===== src/rtl/rx_uart_pkg.sv =====
// Shared definitions for the 7E2 UART receiver: FSM state encoding and frame constants.
package rx_uart_pkg;

    localparam int DATA_BITS            = 7;
    localparam int DEFAULT_CLKS_PER_BIT = 5208;

    // Encoding is visible on current_state, so the values are fixed.
    typedef enum logic [2:0] {
        IDLE      = 3'd0,
        START     = 3'd1,
        DATA      = 3'd2,
        PARITY    = 3'd3,
        STOP      = 3'd4,
        WAIT_IDLE = 3'd5
    } rx_state_t;

endpackage


===== src/rtl/rx_synchroniser.sv =====
// Multi-flop synchroniser for the asynchronous serial line; flops reset to the idle level (1).
module rx_synchroniser #(
    parameter int STAGES = 2
) (
    input  logic clk,
    input  logic reset,
    input  logic async_in,
    output logic sync_out
);

    logic [STAGES-1:0] sync_reg;

    always_ff @(posedge clk or posedge reset) begin
        if (reset) begin
            sync_reg <= '1;
        end else begin
            sync_reg <= {sync_reg[STAGES-2:0], async_in};
        end
    end

    assign sync_out = sync_reg[STAGES-1];

endmodule


===== src/rtl/rx_uart_receiver.sv =====
// UART receiver: start bit, 7 data bits LSB first, even parity, STOP_BITS stop bits.
// Define RX_PARITY_CHECK_EN to check parity; otherwise the parity bit is consumed and parity_err is 0.
module rx_uart_receiver
    import rx_uart_pkg::*;
#(
    parameter int CLKS_PER_BIT = DEFAULT_CLKS_PER_BIT,
    parameter int STOP_BITS    = 2
) (
    input  logic                 clk,
    input  logic                 reset,
    input  logic                 rx_in,
    output logic [DATA_BITS-1:0] rx_data,
    output logic                 rx_valid,
    output logic                 parity_err,
    output logic                 frame_err,
    output logic [2:0]           current_state
);

    localparam int               CNT_W     = $clog2(CLKS_PER_BIT);
    localparam logic [CNT_W-1:0] BIT_LAST  = CNT_W'(CLKS_PER_BIT - 1);
    localparam logic [CNT_W-1:0] HALF_LAST = CNT_W'(CLKS_PER_BIT / 2 - 1);
    localparam logic [2:0]       DATA_LAST = 3'(DATA_BITS - 1);
    localparam logic [2:0]       STOP_LAST = 3'(STOP_BITS - 1);

    logic                 rx_sync;
    logic                 rx_prev_reg;
    rx_state_t            state_reg;
    logic [CNT_W-1:0]     baud_cnt_reg;
    logic [2:0]           bit_cnt_reg;
    logic [DATA_BITS-1:0] shift_reg;
    logic                 stop_err_reg;
    logic                 bit_tick;

`ifdef RX_PARITY_CHECK_EN
    logic                 parity_bit_reg;
    logic                 parity_err_reg;
    assign parity_err = parity_err_reg;
`else
    assign parity_err = 1'b0;
`endif

    rx_synchroniser #(
        .STAGES   (2)
    ) u_sync (
        .clk      (clk),
        .reset    (reset),
        .async_in (rx_in),
        .sync_out (rx_sync)
    );

    assign bit_tick      = (baud_cnt_reg == BIT_LAST);
    assign current_state = state_reg;

    always_ff @(posedge clk or posedge reset) begin
        if (reset) begin
            state_reg      <= IDLE;
            rx_prev_reg    <= 1'b1;
            baud_cnt_reg   <= '0;
            bit_cnt_reg    <= '0;
            shift_reg      <= '0;
            stop_err_reg   <= 1'b0;
            rx_data        <= '0;
            rx_valid       <= 1'b0;
            frame_err      <= 1'b0;
`ifdef RX_PARITY_CHECK_EN
            parity_bit_reg <= 1'b0;
            parity_err_reg <= 1'b0;
`endif
        end else begin
            rx_valid    <= 1'b0;
            rx_prev_reg <= rx_sync;
            case (state_reg)
                IDLE: begin
                    baud_cnt_reg <= '0;
                    bit_cnt_reg  <= '0;
                    if (rx_prev_reg && !rx_sync) begin
                        state_reg <= START;
                    end
                end
                START: begin
                    // Half-bit resample rejects glitches and aligns later samples to mid-bit.
                    if (baud_cnt_reg == HALF_LAST) begin
                        baud_cnt_reg <= '0;
                        state_reg    <= rx_sync ? IDLE : DATA;
                    end else begin
                        baud_cnt_reg <= baud_cnt_reg + 1'b1;
                    end
                end
                DATA: begin
                    if (bit_tick) begin
                        baud_cnt_reg <= '0;
                        shift_reg    <= {rx_sync, shift_reg[DATA_BITS-1:1]};
                        if (bit_cnt_reg == DATA_LAST) begin
                            bit_cnt_reg <= '0;
                            state_reg   <= PARITY;
                        end else begin
                            bit_cnt_reg <= bit_cnt_reg + 1'b1;
                        end
                    end else begin
                        baud_cnt_reg <= baud_cnt_reg + 1'b1;
                    end
                end
                PARITY: begin
                    if (bit_tick) begin
                        baud_cnt_reg   <= '0;
                        stop_err_reg   <= 1'b0;
`ifdef RX_PARITY_CHECK_EN
                        parity_bit_reg <= rx_sync;
`endif
                        state_reg      <= STOP;
                    end else begin
                        baud_cnt_reg <= baud_cnt_reg + 1'b1;
                    end
                end
                STOP: begin
                    if (bit_tick) begin
                        baud_cnt_reg <= '0;
                        if (bit_cnt_reg == STOP_LAST) begin
                            bit_cnt_reg    <= '0;
                            rx_valid       <= 1'b1;
                            rx_data        <= shift_reg;
                            frame_err      <= stop_err_reg | ~rx_sync;
`ifdef RX_PARITY_CHECK_EN
                            parity_err_reg <= ^{shift_reg, parity_bit_reg};
`endif
                            // A low final stop bit means break/stuck line: wait for it to recover.
                            state_reg      <= rx_sync ? IDLE : WAIT_IDLE;
                        end else begin
                            bit_cnt_reg  <= bit_cnt_reg + 1'b1;
                            stop_err_reg <= stop_err_reg | ~rx_sync;
                        end
                    end else begin
                        baud_cnt_reg <= baud_cnt_reg + 1'b1;
                    end
                end
                WAIT_IDLE: begin
                    if (rx_sync) begin
                        state_reg <= IDLE;
                    end
                end
                default: begin
                    state_reg <= IDLE;
                end
            endcase
        end
    end

endmodule


===== config.mk =====
export PLATFORM = sky130hd
export DESIGN_NAME = rx_uart_receiver
export DESIGN_NICKNAME = d
export VERILOG_FILES = /design/src/rtl/rx_uart_pkg.sv /design/src/rtl/rx_synchroniser.sv /design/src/rtl/rx_uart_receiver.sv
export SDC_FILE = /design/constraint.sdc
export NUM_CORES = 1
export LEC_CHECK = 0
export BUFFER_PORTS_ARGS = -buffer_cell sky130_fd_sc_hd__buf_2
export CAP_MARGIN = 25
export CORE_ASPECT_RATIO = 0.9
export CORE_UTILIZATION = 56
export CTS_BUF_LIST = sky130_fd_sc_hd__clkbuf_8
export DETAILED_ROUTE_END_ITERATION = 7
export GPL_ROUTABILITY_DRIVEN = 1
export PLACE_DENSITY = 0.78
export SETUP_SLACK_MARGIN = 0.15
export SLEW_MARGIN = 40
export SYNTH_ARGS = -nofsm -noshare
export SYNTH_HDL_FRONTEND = slang
export SYNTH_SLANG_ARGS = --single-unit
export TNS_END_PERCENT = 5

===== constraint.sdc =====
create_clock -name clk -period 1.9 [get_ports clk]
set_input_delay 0.095 -clock clk [delete_from_list [all_inputs] [get_ports clk]]
set_output_delay 0.095 -clock clk [all_outputs]
set_load 0.005 [all_outputs]

==> flow_summary.ini <==
[run_status]
outcome = complete, but fails checks
violations = negative setup slack

[grt]
grt_pass1_wl_um = 7820
grt_max_degree = 40
antenna_found_initial = 0
grt_use_total_pct = 27.1
grt_pass1_vias = 1634
gr-total-overflow = 0

[floorplanning]
coreArea_um2 = 3430
ios = 16
die_h_um = 59.5
die_w_um = 65.8
rows = 20
die_area_um2 = 3920
start_util_pct = 59.9

[layout]
fin_nets = 246
post-route-util_pct = 77.7
final_cells = 287
final_area_um2 = 2670
largest_reg_flops = 13
antenna_cells = 0
area_growth_pct = 29.7
drive_above_1_share_pct = 41.6

[cts]
cts.htree.levels = 2
cts_made_buffers = 5
cts-root-buf = clkbuf_8
clk_path_buf_depth = 2
cts_tree = built
clkSinkCount = 39
clock_latency_ns = 0.29
clk_pin_slew_worst_paths_ns = 0.07

[routing]
viasPerCell = 6.16
first_pass_iters = 4
ant_nets = 0
drc = 0
wl_um = 5080
avgRoutedWirePerCell_um = 17.7
drtIter0Drc = 154
via_count = 1767

[setup_path]
cp.required_ns = 2.08
path_cells = or4_4 > nor4_4 > buf_4 > a2bb2oi_4 > buf_12 > a31oi_2 > o21a_1
rr_startpoint = baud_cnt_reg[12]
cpLargestDelayFamily = simple AND/OR/NAND/NOR gates
critPathLaunchType = flip-flop
path_buf_inv = 2
critPathMaxFanout = 5
crit_type = flip-flop to flip-flop
reg2reg_setup_slack_ns = -0.007
setup.worst_path.end_class = flip-flop
crit_arrival_ns = 2.08
r2r_cells = 7
critPathMaxStageDelay_ns = 0.55
r2r-end = baud_cnt_reg[12]
cpMaxStageDelayCell = or4_4

[power_and_ir_drop]
p_comb_share_pct = 35.7
switching_share_pct = 33.0
p_int_uw = 1700
p_clk_share_pct = 26.7
p_per_area_nw_per_um2 = 954
total_power_uw = 2540
p_switching_uw = 840
p_seq_share_pct = 37.5
ir_drop_mv = 0.814
p_leak_uw = 0.00123

[timing]
setup_violations = 2
fmax_mhz = 524
hold_violations = 0
rsz0062_at_grt = true
period_minus_slack_ns = 1.91
finalCritPeriodShare_pct = 100
finalClockSkew_ns = 0.00854
fin_ws_ns = -0.00671
drv_slew = 0

[placement]
hpwlAfterDp_um = 3330
io_buffers = 14
place.gp.congestion = 1.05
place_inst = 274
place_area_um2 = 2340
dpl_worst_slack_ns = -0.0910

[yosys]
synth_edf_count = 0
synth_top_area_share_pct = 43.8
synth.net_count = 204
syn_avg_cell_area_um2 = 10.3
ys_async_sr_fraction_pct = 100
yosys.area.top_type = dfrtp_1
synth_area_leaders = dfrtp_1 (44%), mux2_2 (7.7%), dfstp_2 (3.8%), nor2_1 (3.1%), nand2_1 (2.9%)
synth_cells = 200
synth-seq-cells = 39
synth_ff_type = dfrtp_1
synth.cell_area_um2 = 2050
synthTopCellsByCount = dfrtp_1 (36), nor2_1 (17), nand2_1 (16), mux2_2 (14), a21oi_1 (10)
ys_types = 55
synth_seq_area_share_pct = 47.7
synth.most_common_cell = dfrtp_1
ys_warn_count = 0

[hold_path]
hp-start = u_sync.sync_reg[0]
holdPathEnd = u_sync.sync_reg[1]
hp-class = flip-flop to flip-flop
min_delay_path_depth = 0

[run]
cap_viol_max_count = 0
==> per-layer routing <==
layer / vias to the layer above / global-route usage (%) / routed length (µm)
met5: - / 0 / 0
met1: 874 / 35.7 / 2150
li1: 820 / - / -
met4: 0 / 10.2 / 99
met2: 61 / 42.6 / 2500
met3: 12 / 7.31 / 324
==> cell usage in the layout, fill, tap and decap left out, types with 4 or more instances in the layout <==
cell type and instances:
buf_2 14, mux2_4 12, a31oi_1 8, a21oi_1 8
o21ai_1 4, or2_2 4, o21ai_0 5, nand2_1 15
clkbuf_8 5, nand3_1 9, buf_4 25, nor2_1 15
dfrtp_1 36
==> per-stage QoR <==
step	hold WS (ns)	TNS (ns)
final	0.359	-0.0109
after global routing	0.367	-0.339
after CTS	0.362	0
after detailed placement	0.212	-0.972
after global placement	0.204	-0.308
after floorplan	0.0995	-0.240
==> cell families (layout without fill, tap and decap cells) <==
family	Yosys count	count (layout)	synth area share, %
AND/OR/NAND/NOR	80	80	22.4
AO/OA/AOI/OAI	48	48	16.6
flip-flops	39	39	47.7
multiplexers	16	16	8.65
buffers and inverters	14	57	3.41
adder cells (fa/ha/maj)	1	1	0.609
other	1	1	0.183
XOR/XNOR	1	1	0.426
==> layout make-up <==
type | count | area (µm²)
inverter | 3 | 11.3
sequential | 39 | 980
fill | 212 | 763
timing repair buffer | 46 | 347
tap | 44 | 55.1
multi-input combinational | 147 | 1160
clock inverter | 3 | 43.8
clock buffer | 5 | 68.8
==> repair_timing <==
item,4_1_cts,5_1_grt
setup buffers,3,0
hold endpoints to repair,37,0
hold buffers,2,0
pin swaps,3,11
setup endpoints to repair,32,35
gates resized for setup,4,40
==> worst max path at each step <==
stage | start | endpoint | slack, ns | cells past startpoint
after global placement | baud_cnt_reg[8] | baud_cnt_reg[4] | -0.06 | 6
after detailed placement | baud_cnt_reg[8] | baud_cnt_reg[4] | -0.09 | 6
final | baud_cnt_reg[12] | baud_cnt_reg[12] | -0.007 | 7
after CTS | baud_cnt_reg[12] | baud_cnt_reg[2] | 0.02 | 6
after global routing | baud_cnt_reg[12] | baud_cnt_reg[12] | -0.08 | 7
after floorplan | baud_cnt_reg[8] | baud_cnt_reg[2] | -0.06 | 5
==> power by group through the flow <==
| stage | Sequential (µW) | Combinational, µW | Clock [µW] |
|---|---|---|---|
| after floorplan | 943 | 485 | 0 |
| after global placement | 958 | 719 | 0 |
| after detailed placement | 960 | 738 | 0 |
| after CTS | 945 | 787 | 698 |
| after global routing | 963 | 977 | 729 |
| final | 954 | 909 | 680 |
Note: power is estimated with default switching activity, not from simulation.
